===== src/rtl/pipe_stage_reg.sv =====
`default_nettype none
// ============================================================================
//  Module   : pipe_stage_reg
//  Purpose  : Inter-stage pipeline register with a valid/ready handshake.
//             A two-entry skid buffer (main + skid) absorbs downstream
//             back-pressure, so in_ready depends on registered state only.
//             It also provides a synchronous flush that inserts a NOP bubble,
//             and saturating stall/bubble performance counters.
//  Ports    : clk        - rising-edge clock
//             rst        - asynchronous, active-low reset
//             in_valid   - upstream holds a valid entry
//             in_ready   - this stage accepts an entry this cycle
//             in_ctrl    - upstream control bundle
//             in_data    - upstream data payload
//             flush      - synchronous kill of all held entries
//             out_valid  - out_ctrl/out_data carry a live entry
//             out_ready  - downstream consumes this cycle
//             out_ctrl   - head control, NOP_CTRL when out_valid=0
//             out_data   - head payload (last value loaded into main)
//             cnt_clr    - synchronous clear of both counters
//             occupancy  - number of held entries (0..2)
//             stall_cnt  - cycles with out_valid & !out_ready (saturating)
//             bubble_cnt - cycles with out_valid=0 (saturating)
//  Revision : 1.0 - initial release
// ============================================================================
module pipe_stage_reg #(
    parameter int                CTRL_W   = 8,
    parameter int                DATA_W   = 64,
    parameter logic [CTRL_W-1:0] NOP_CTRL = {CTRL_W{1'b0}},
    parameter int                CNT_W    = 16
) (
    input  logic              clk,
    input  logic              rst,
    input  logic              in_valid,
    output logic              in_ready,
    input  logic [CTRL_W-1:0] in_ctrl,
    input  logic [DATA_W-1:0] in_data,
    input  logic              flush,
    output logic              out_valid,
    input  logic              out_ready,
    output logic [CTRL_W-1:0] out_ctrl,
    output logic [DATA_W-1:0] out_data,
    input  logic              cnt_clr,
    output logic [1:0]        occupancy,
    output logic [CNT_W-1:0]  stall_cnt,
    output logic [CNT_W-1:0]  bubble_cnt
);

    // State encoding doubles as the occupancy value.
    localparam logic [1:0] c_ST_EMPTY = 2'd0;
    localparam logic [1:0] c_ST_ONE   = 2'd1;
    localparam logic [1:0] c_ST_FULL  = 2'd2;

    logic [1:0]        r_state;
    logic [1:0]        w_next_state;

    logic [CTRL_W-1:0] r_main_ctrl;
    logic [DATA_W-1:0] r_main_data;
    logic [CTRL_W-1:0] r_skid_ctrl;
    logic [DATA_W-1:0] r_skid_data;

    logic [CNT_W-1:0]  r_stall_cnt;
    logic [CNT_W-1:0]  r_bubble_cnt;

    logic              w_acc;
    logic              w_con;
    logic              w_load_main_in;
    logic              w_load_main_skid;
    logic              w_load_skid_in;

    assign w_acc = in_valid & in_ready;
    assign w_con = out_valid & out_ready;

    // ------------------------------------------------------------------
    // State register
    // ------------------------------------------------------------------
    always_ff @(posedge clk or negedge rst) begin
        if (!rst) begin
            r_state <= c_ST_EMPTY;
        end else begin
            r_state <= w_next_state;
        end
    end

    // ------------------------------------------------------------------
    // Next-state logic; flush overrides everything and empties the stage.
    // ------------------------------------------------------------------
    always_comb begin
        w_next_state = r_state;
        if (flush) begin
            w_next_state = c_ST_EMPTY;
        end else begin
            case (r_state)
                c_ST_EMPTY: begin
                    if (w_acc) w_next_state = c_ST_ONE;
                end
                c_ST_ONE: begin
                    if (w_acc && !w_con)      w_next_state = c_ST_FULL;
                    else if (!w_acc && w_con) w_next_state = c_ST_EMPTY;
                end
                c_ST_FULL: begin
                    if (w_con) w_next_state = c_ST_ONE;
                end
                default: w_next_state = c_ST_EMPTY;
            endcase
        end
    end

    // ------------------------------------------------------------------
    // Output logic: all handshake outputs decode registered state only,
    // so there is no combinational out_ready -> in_ready path.
    // ------------------------------------------------------------------
    always_comb begin
        out_valid = 1'b0;
        in_ready  = 1'b1;
        occupancy = 2'd0;
        out_ctrl  = NOP_CTRL;
        case (r_state)
            c_ST_ONE: begin
                out_valid = 1'b1;
                occupancy = 2'd1;
                out_ctrl  = r_main_ctrl;
            end
            c_ST_FULL: begin
                out_valid = 1'b1;
                in_ready  = 1'b0;
                occupancy = 2'd2;
                out_ctrl  = r_main_ctrl;
            end
            default: begin
                out_valid = 1'b0;
                in_ready  = 1'b1;
                occupancy = 2'd0;
                out_ctrl  = NOP_CTRL;
            end
        endcase
    end

    assign out_data = r_main_data;

    // ------------------------------------------------------------------
    // Datapath load enables. A flush discards whatever would be loaded,
    // leaving the data registers at their previous contents.
    // ------------------------------------------------------------------
    assign w_load_main_in   = !flush && w_acc &&
                              ((r_state == c_ST_EMPTY) ||
                               ((r_state == c_ST_ONE) && w_con));
    assign w_load_skid_in   = !flush && w_acc && (r_state == c_ST_ONE) && !w_con;
    assign w_load_main_skid = !flush && w_con && (r_state == c_ST_FULL);

    always_ff @(posedge clk or negedge rst) begin
        if (!rst) begin
            r_main_ctrl <= '0;
            r_main_data <= '0;
            r_skid_ctrl <= '0;
            r_skid_data <= '0;
        end else begin
            if (w_load_main_in) begin
                r_main_ctrl <= in_ctrl;
                r_main_data <= in_data;
            end else if (w_load_main_skid) begin
                r_main_ctrl <= r_skid_ctrl;
                r_main_data <= r_skid_data;
            end
            if (w_load_skid_in) begin
                r_skid_ctrl <= in_ctrl;
                r_skid_data <= in_data;
            end
        end
    end

    // ------------------------------------------------------------------
    // Saturating performance counters. They sample the current
    // (pre-flush) out_valid, so a flush cycle is counted normally.
    // ------------------------------------------------------------------
    always_ff @(posedge clk or negedge rst) begin
        if (!rst) begin
            r_stall_cnt  <= '0;
            r_bubble_cnt <= '0;
        end else if (cnt_clr) begin
            r_stall_cnt  <= '0;
            r_bubble_cnt <= '0;
        end else begin
            if (out_valid && !out_ready && (r_stall_cnt != {CNT_W{1'b1}})) begin
                r_stall_cnt <= r_stall_cnt + CNT_W'(1);
            end
            if (!out_valid && (r_bubble_cnt != {CNT_W{1'b1}})) begin
                r_bubble_cnt <= r_bubble_cnt + CNT_W'(1);
            end
        end
    end

    assign stall_cnt  = r_stall_cnt;
    assign bubble_cnt = r_bubble_cnt;

endmodule
`default_nettype wire


===== config.mk =====
export PLATFORM = sky130hd
export DESIGN_NAME = pipe_stage_reg
export DESIGN_NICKNAME = d
export VERILOG_FILES = /design/src/rtl/pipe_stage_reg.sv
export SDC_FILE = /design/constraint.sdc
export NUM_CORES = 1
export LEC_CHECK = 0
export BUFFER_PORTS_ARGS = -buffer_cell sky130_fd_sc_hd__buf_2
export CAP_MARGIN = 10
export CELL_PAD_IN_SITES_DETAIL_PLACEMENT = 1
export CELL_PAD_IN_SITES_GLOBAL_PLACEMENT = 2
export CORE_MARGIN = 1.5
export CORE_UTILIZATION = 36
export CTS_BUF_LIST = sky130_fd_sc_hd__clkbuf_2
export CTS_CLUSTER_SIZE = 8
export DETAILED_ROUTE_END_ITERATION = 10
export PLACE_DENSITY_LB_ADDON = 0.2
export RECOVER_POWER = 100
export SLEW_MARGIN = 20
export SYNTH_ARGS = -nofsm -noshare
export SYNTH_HDL_FRONTEND = slang
export SYNTH_SLANG_ARGS = --single-unit

===== constraint.sdc =====
create_clock -name clk -period 2.7 [get_ports clk]
set_input_delay 0.135 -clock clk [delete_from_list [all_inputs] [get_ports clk]]
set_output_delay 0.135 -clock clk [all_outputs]
set_load 0.01 [all_outputs]

======== Word-level counts from Yosys, hierarchy flattened ========
Index checks and enable logic that the tools add are counted.
operators by class
  $add $sub $neg .......................... 2
  equality and inequality tests ........... 7
  multiplexer cells ....................... 18
  bitwise logic cells ..................... 2
  reductions and logical operators ........ 24
operators by type and width
  kind                     count
  $mux W64                 2
  $mux W16                 4
  $add A16 B1 Y16 const B  2
  $ne A16 B16 Y1 const B   2
  $mux W8                  3
  $logic_and A1 B1 Y1      12
  $mux W2                  5
  $ne A3 B3 Y1 const B     2
  $pmux W2 S3              1
  $reduce_bool A2 Y1       3
  $logic_not A1 Y1         5
  $ne A4 B4 Y1 const B     1
  $pmux W2 S2              1
  $reduce_and A3 Y1        1
  $and A1 B1 Y1            2
  $eq A2 B1 Y1 const B     1
  $eq A2 B2 Y1 const B     1
  $logic_not A2 Y1         1
  $mux W1                  2
  $reduce_or A2 Y1         1
  $logic_or A1 B1 Y1       1
word-level totals
  flip-flop bits (word level) ............. 178
  input bits .............................. 78
  output and inout bits ................... 108
  word-level logic and storage cells ...... 60

======== Longest topological paths before layout ========
  depth in word-level cells ............... 9
  depth in mapped cells ................... 8
  gate-level depth less buffers ........... 6

======== Worst setup path after synthesis ========
Ideal clock, no wire load.
  path kind ............................... register to register
  start ................................... register r_state[0]
  end ..................................... register r_stall_cnt[14], in the netlist stall_cnt[14]
  setup time .............................. 0.128 ns
  data arrival time ....................... 2.151 ns
  data required time ...................... 2.572 ns
  slack ................................... 0.421 ns
  stages on the path, launching flop included .. 9
  buffers on the path ..................... 2
  clock period less this slack ............ 2.279 ns
  cells stage by stage .................... dfrtp_1 inv_1 ha_1 buf_2 inv_2 or3_1 clkbuf_1 nor4b_2 mux2_1
on the way
  cells in the longest elaborated chain, start to end .. 6
  elaborated cells between the ends (all ways) .. 7
  those cells by class .................... eq/ne (2); mux (1); reduce/logical (4)
ends and longest elaborated chain
  what                                          line  text
  start, declared                               54    logic [1:0] r_state;
  start signal, assigned                        79    r_state <= c_ST_EMPTY;
  start signal, assigned                        81    r_state <= w_next_state;
  $eq A2 B1 Y1 or $eq A2 B2 Y1 (tied branches)  118   case (r_state)
  $reduce_or A2 Y1 (no line) (*)                -
  $mux W1 (*)                                   118
  via out_valid                                 39    output logic out_valid,
  $logic_and A1 B1 Y1 (*) (2 in a row)          184   if (out_valid && !out_ready && (r_stall_cnt != {CNT_W{1'b1}})) begin
  $reduce_bool A2 Y1 (no line) (*)              -
  end signal, assigned                          185   r_stall_cnt <= r_stall_cnt + CNT_W'(1);
  end, declared                                 62    logic [CNT_W-1:0] r_stall_cnt;
Mark *: on every way through the listed nets, which the timed path passes. The rest lies on a longest branch.
A chain may end at the register's enable or synchronous reset.

======== Worst setup path in the final report ========
  start ................................... register r_state[0]
  end ..................................... register r_stall_cnt[7], in the netlist stall_cnt[7]
on the way
  cells in the longest elaborated chain, start to end .. 6
  elaborated cells between the ends (all ways) .. 7
  those cells by class .................... eq/ne (2); mux (1); reduce/logical (4)
ends and longest elaborated chain
  what                                          line
  $eq A2 B1 Y1 or $eq A2 B2 Y1 (tied branches)  118
  $reduce_or A2 Y1 (no line) (*)                -
  $mux W1 (*)                                   118
  $logic_and A1 B1 Y1 (*) (2 in a row)          184
  $reduce_bool A2 Y1 (no line) (*)              -
Mark *: on every way between the ends. The rest lies on a longest branch, timed or not.

==> impl_metrics.toml <==
[clock_tree]
clkTransAtPathRegs_ns = 0.31
cts_root_buf = "sky130_fd_sc_hd__clkbuf_2"
number_of_buffers_created_by_cts = 17
clock_tree.buffer_depth = 2
tritoncts_clock_tree = "built"
htree_levels = 4
insertion_delay_of_the_later_clocked_pin_in_the_worst_skew_pair_ns = 0.78
numClockSinks = 178

[sta]
slew_violations = 66
post-route-min-period_ns = 2.48
rsz_0062_raised_after_global_routing = "no"
fin_skew_ns = 0.0552
timing.final.crit_share_pct = 92.0
report.final.setup_viol = 0
timing.final.hold_violations = 0
worst_slew_pin_slew_ns = 1.66
max-slew-margin-rel_pct = -10.8
final.setup.tns_ns = 0
max_freq_ghz = 0.403

[synthesis]
synth_sequential_area_ratio_pct = 56.8
yosysWarningCount = 0
syn-cell-area_um2 = 7840
syn-num-nets = 713
synth.lib_cells_used.distinct = 45
synthesis.instances = 628
syn-mean-instance-area_um2 = 12.5
synth.ff_latch_count = 178

[floorplan]
pin_count = 186
core_region_area_um2 = 21200
fp.dieW_um = 151
placementRows = 53
overall_die_area_um2 = 22700
floorplan.die.height_um = 151
starting_density_of_the_core_pct = 36.9

[power]
cell_internal_pwr_mw = 5.51
power.density_nw_per_um2 = 846
share_seq_of_total_power_pct = 50.2
combPwrFrac_pct = 33.7
switching_share_pct = 36.7
peak_supply_drop_mv = 0.382
p_sw_mw = 3.20
p_leak_nw = 4.87
relative_contribution_of_the_clock_network_to_total_power_pct = 16.1

[finish]
seqCellArea_um2 = 4460
finalNetCount = 1002
multi_input_area_um2 = 3210
syn2layout_area_growth_pct = 31.4
number_of_standard_cells_in_the_layout_taps_in_and_fillers_out = 1206
post-route-cell-area_um2 = 10300
final_layout_size_suffix_gt1_share_pct = 23.9
filler_cell_count = 2330

[route]
antenna_violating_nets_post_route = 0
drc = 0
dr.pass1.iters = 4
vias = 6392
route.final.wire_length_um = 22700
routed_via_density = 5.30
routedWlPerCell_um = 18.8
detailedRoute.firstIterationViolations = 223

[grt]
antenna_violations_before_repair = 1
first_global_vias = 6811
combined_global_route_utilization_of_all_metal_layers_pct = 20.5
globalRoute.totalOverflow = 0
grt_start_max_net_pins = 66
grt_pass1_wl_um = 36000

[worst_setup_path]
worstPathArrival_ns = 3.22
crit_path_start_kind = "flop"
crit_path_max_fo = 18
rr_worst_depth = 8
req_time_crit_path_ns = 3.44
endpoint_class_of_the_critical_path = "flop"
path_class = "reg2reg"

[job]
max_cap_violations = 1

[status]
violations = "max-capacitance violations, max-slew violations"
status = "finished with violations"

[min_path]
hold_path.class = "in2reg"
hold-path-cell-count = 3

[placed_design]
placement.io_buffers = 185
dp.cells = 1066
dpl_cell_area_um2 = 9170
gp_congestion = 0.773
hpwl_um = 14600
-- per-layer routing --
layer / vias up / wire length (um) / share of wire, % / GRT usage, %
li1: 2930 / - / - / -
met1: 3307 / 10100 / 44 / 25.7
met2: 137 / 11300 / 50 / 35.0
met3: 18 / 1050 / 4.6 / 5.82
met4: 0 / 278 / 1.2 / 4.42
met5: - / 0 / 0 / 0
-- synthesized netlist by cell type --
| cell type | n | area share [%] |
|---|---|---|
| sky130_fd_sc_hd__a211oi_1 | 2 | 0.19 |
| sky130_fd_sc_hd__a21o_1 | 72 | 6.9 |
| sky130_fd_sc_hd__a21oi_1 | 19 | 1.2 |
| sky130_fd_sc_hd__a221oi_1 | 1 | 0.11 |
| sky130_fd_sc_hd__a22o_1 | 72 | 8.0 |
| sky130_fd_sc_hd__a311oi_1 | 2 | 0.22 |
| sky130_fd_sc_hd__a31o_2 | 1 | 0.11 |
| sky130_fd_sc_hd__a31oi_1 | 4 | 0.32 |
| sky130_fd_sc_hd__a41oi_1 | 1 | 0.11 |
| sky130_fd_sc_hd__and2_1 | 8 | 0.64 |
| sky130_fd_sc_hd__and3b_1 | 1 | 0.11 |
| sky130_fd_sc_hd__and4_1 | 2 | 0.22 |
| sky130_fd_sc_hd__and4b_1 | 2 | 0.26 |
| sky130_fd_sc_hd__buf_2 | 8 | 0.51 |
| sky130_fd_sc_hd__clkbuf_1 | 28 | 1.3 |
| sky130_fd_sc_hd__dfrtp_1 | 178 | 57 |
| sky130_fd_sc_hd__ha_1 | 7 | 1.1 |
| sky130_fd_sc_hd__inv_1 | 10 | 0.48 |
| sky130_fd_sc_hd__inv_2 | 1 | 0.048 |
| sky130_fd_sc_hd__mux2_1 | 1 | 0.14 |
| sky130_fd_sc_hd__mux2_2 | 80 | 11 |
| sky130_fd_sc_hd__mux2i_1 | 2 | 0.26 |
| sky130_fd_sc_hd__nand2_1 | 16 | 0.77 |
| sky130_fd_sc_hd__nand2b_1 | 1 | 0.080 |
| sky130_fd_sc_hd__nand3_1 | 14 | 0.89 |
| sky130_fd_sc_hd__nand4_1 | 6 | 0.48 |
| sky130_fd_sc_hd__nand4_2 | 2 | 0.32 |
| sky130_fd_sc_hd__nand4b_1 | 1 | 0.11 |
| sky130_fd_sc_hd__nor2_1 | 20 | 0.96 |
| sky130_fd_sc_hd__nor2b_1 | 8 | 0.64 |
| sky130_fd_sc_hd__nor3_1 | 11 | 0.70 |
| sky130_fd_sc_hd__nor3_2 | 2 | 0.26 |
| sky130_fd_sc_hd__nor3b_1 | 1 | 0.096 |
| sky130_fd_sc_hd__nor4_1 | 4 | 0.32 |
| sky130_fd_sc_hd__nor4_2 | 3 | 0.48 |
| sky130_fd_sc_hd__nor4b_2 | 1 | 0.19 |
| sky130_fd_sc_hd__o21a_1 | 1 | 0.096 |
| sky130_fd_sc_hd__o21ai_0 | 9 | 0.57 |
| sky130_fd_sc_hd__o31a_1 | 1 | 0.11 |
| sky130_fd_sc_hd__o31ai_1 | 6 | 0.57 |
| sky130_fd_sc_hd__o32ai_1 | 1 | 0.11 |
| sky130_fd_sc_hd__or2_2 | 1 | 0.080 |
| sky130_fd_sc_hd__or3_1 | 10 | 0.80 |
| sky130_fd_sc_hd__or4_1 | 6 | 0.57 |
| sky130_fd_sc_hd__or4_4 | 1 | 0.14 |
-- critical path, stage by stage, from the launching register on --
cell and delay [ns]:
sky130_fd_sc_hd__dfrtp_2 0.46, sky130_fd_sc_hd__inv_1 0.08, sky130_fd_sc_hd__ha_1 0.33, sky130_fd_sc_hd__buf_6 0.20, sky130_fd_sc_hd__and4b_1 0.27, sky130_fd_sc_hd__nand3_1 0.10
sky130_fd_sc_hd__or3_1 0.32, sky130_fd_sc_hd__a21oi_1 0.16, sky130_fd_sc_hd__dlygate4sd3_1 0.56
-- per-stage QoR --
| step | util [%] | hold slack [ns] | worst slack, ns | total power, mW |
|---|---|---|---|---|
| finish | 48.5 | 0.125 | 0.216 | 8.71 |
| global route | 48.5 | -0.000790 | 0.0355 | 9.34 |
| CTS | 48.2 | 0.00889 | 0.0533 | 8.90 |
| detailed placement | 43.2 | 0.189 | 0.0647 | 7.38 |
| global placement | 43.2 | 0.169 | 0.188 | 7.16 |
| floorplan | - | -0.161 | 0.421 | 6.08 |
-- placed cells by master, fill, tap and decap left out, types with 3 or more instances in the layout --
cell type,n
sky130_fd_sc_hd__o21ai_0,9
sky130_fd_sc_hd__nor2b_1,8
sky130_fd_sc_hd__and2_1,3
sky130_fd_sc_hd__clkbuf_1,104
sky130_fd_sc_hd__nand3_1,13
sky130_fd_sc_hd__a21oi_1,19
sky130_fd_sc_hd__nor2_1,19
sky130_fd_sc_hd__or3_1,10
sky130_fd_sc_hd__clkinv_8,4
sky130_fd_sc_hd__a22o_1,72
sky130_fd_sc_hd__a31oi_1,4
sky130_fd_sc_hd__ha_1,7
sky130_fd_sc_hd__buf_4,8
sky130_fd_sc_hd__inv_1,11
sky130_fd_sc_hd__nor3_1,11
sky130_fd_sc_hd__buf_12,3
sky130_fd_sc_hd__nor4_1,5
sky130_fd_sc_hd__a21o_1,72
sky130_fd_sc_hd__mux2_2,79
sky130_fd_sc_hd__o31ai_1,6
sky130_fd_sc_hd__buf_2,82
sky130_fd_sc_hd__nand2_1,16
sky130_fd_sc_hd__dlygate4sd3_1,103
sky130_fd_sc_hd__inv_8,4
sky130_fd_sc_hd__nand4_1,7
sky130_fd_sc_hd__clkbuf_2,20
sky130_fd_sc_hd__dfrtp_1,177
sky130_fd_sc_hd__and2_0,5
sky130_fd_sc_hd__inv_6,3
sky130_fd_sc_hd__or4_1,6
-- layout make-up --
class                   count  share of cell area (%)
diodes                      1                  0.0243
clock buffers              17                   0.826
clock inverters            15                    1.59
inverters                  11                   0.401
multi-input cells         403                    31.2
flip-flops and latches    178                    43.3
well taps                 275                    3.34
repair buffers            306                    19.4
-- what timing repair did --
item	in CTS	in global routing
hold buffers	80	24
resized for setup	0	2
hold endpoints to repair	348	24
setup endpoints to repair	0	57
setup buffers	0	3
-- flip-flops by register name (all words and copies together) (netlist names) --
signal and count:
bubble_cnt 16, out_data 64, r_main_ctrl 8, r_skid_ctrl 8, r_skid_data 64, r_state 2, stall_cnt 16
-- power groups by stage --
stage / Sequential (mW) / Clock [mW] / Combinational, mW
6_report: 4.37 / 1.41 / 2.94
3_5_place_dp: 4.40 / 0 / 2.98
5_1_grt: 4.52 / 1.60 / 3.22
4_1_cts: 4.35 / 1.48 / 3.08
3_3_place_gp: 4.31 / 0 / 2.85
2_1_floorplan: 4.49 / 0 / 1.59
-- cell families after synthesis --
| family | share of synthesized area, % |
|---|---|
| muxes | 11.9 |
| and+or+nand+nor | 9.11 |
| AOI/OAI and AO/OA | 18.7 |
| adders and majority gates | 1.12 |
| DFF | 56.8 |
| buffers and inverters | 2.38 |
-- worst paths after layout --
check | slack [ns] | start | endpoint
max | 0.22 | r_state[0]$_DFFE_PN0P_ | stall_cnt[7]$_DFFE_PN0P_
min | 0.12 | in_data[26] | r_skid_data[26]$_DFFE_PN0P_
max reg2reg | 0.22 | r_state[0]$_DFFE_PN0P_ | stall_cnt[7]$_DFFE_PN0P_
min reg2reg | 0.51 | r_main_ctrl[7]$_DFFE_PN0P_ | r_main_ctrl[7]$_DFFE_PN0P_
max in group asynchronous | 0.33 | rst | r_state[0]$_DFFE_PN0P_
min in group asynchronous | 1.02 | rst | r_skid_ctrl[4]$_DFFE_PN0P_
No activity file was read; power rests on OpenSTA's default activity.
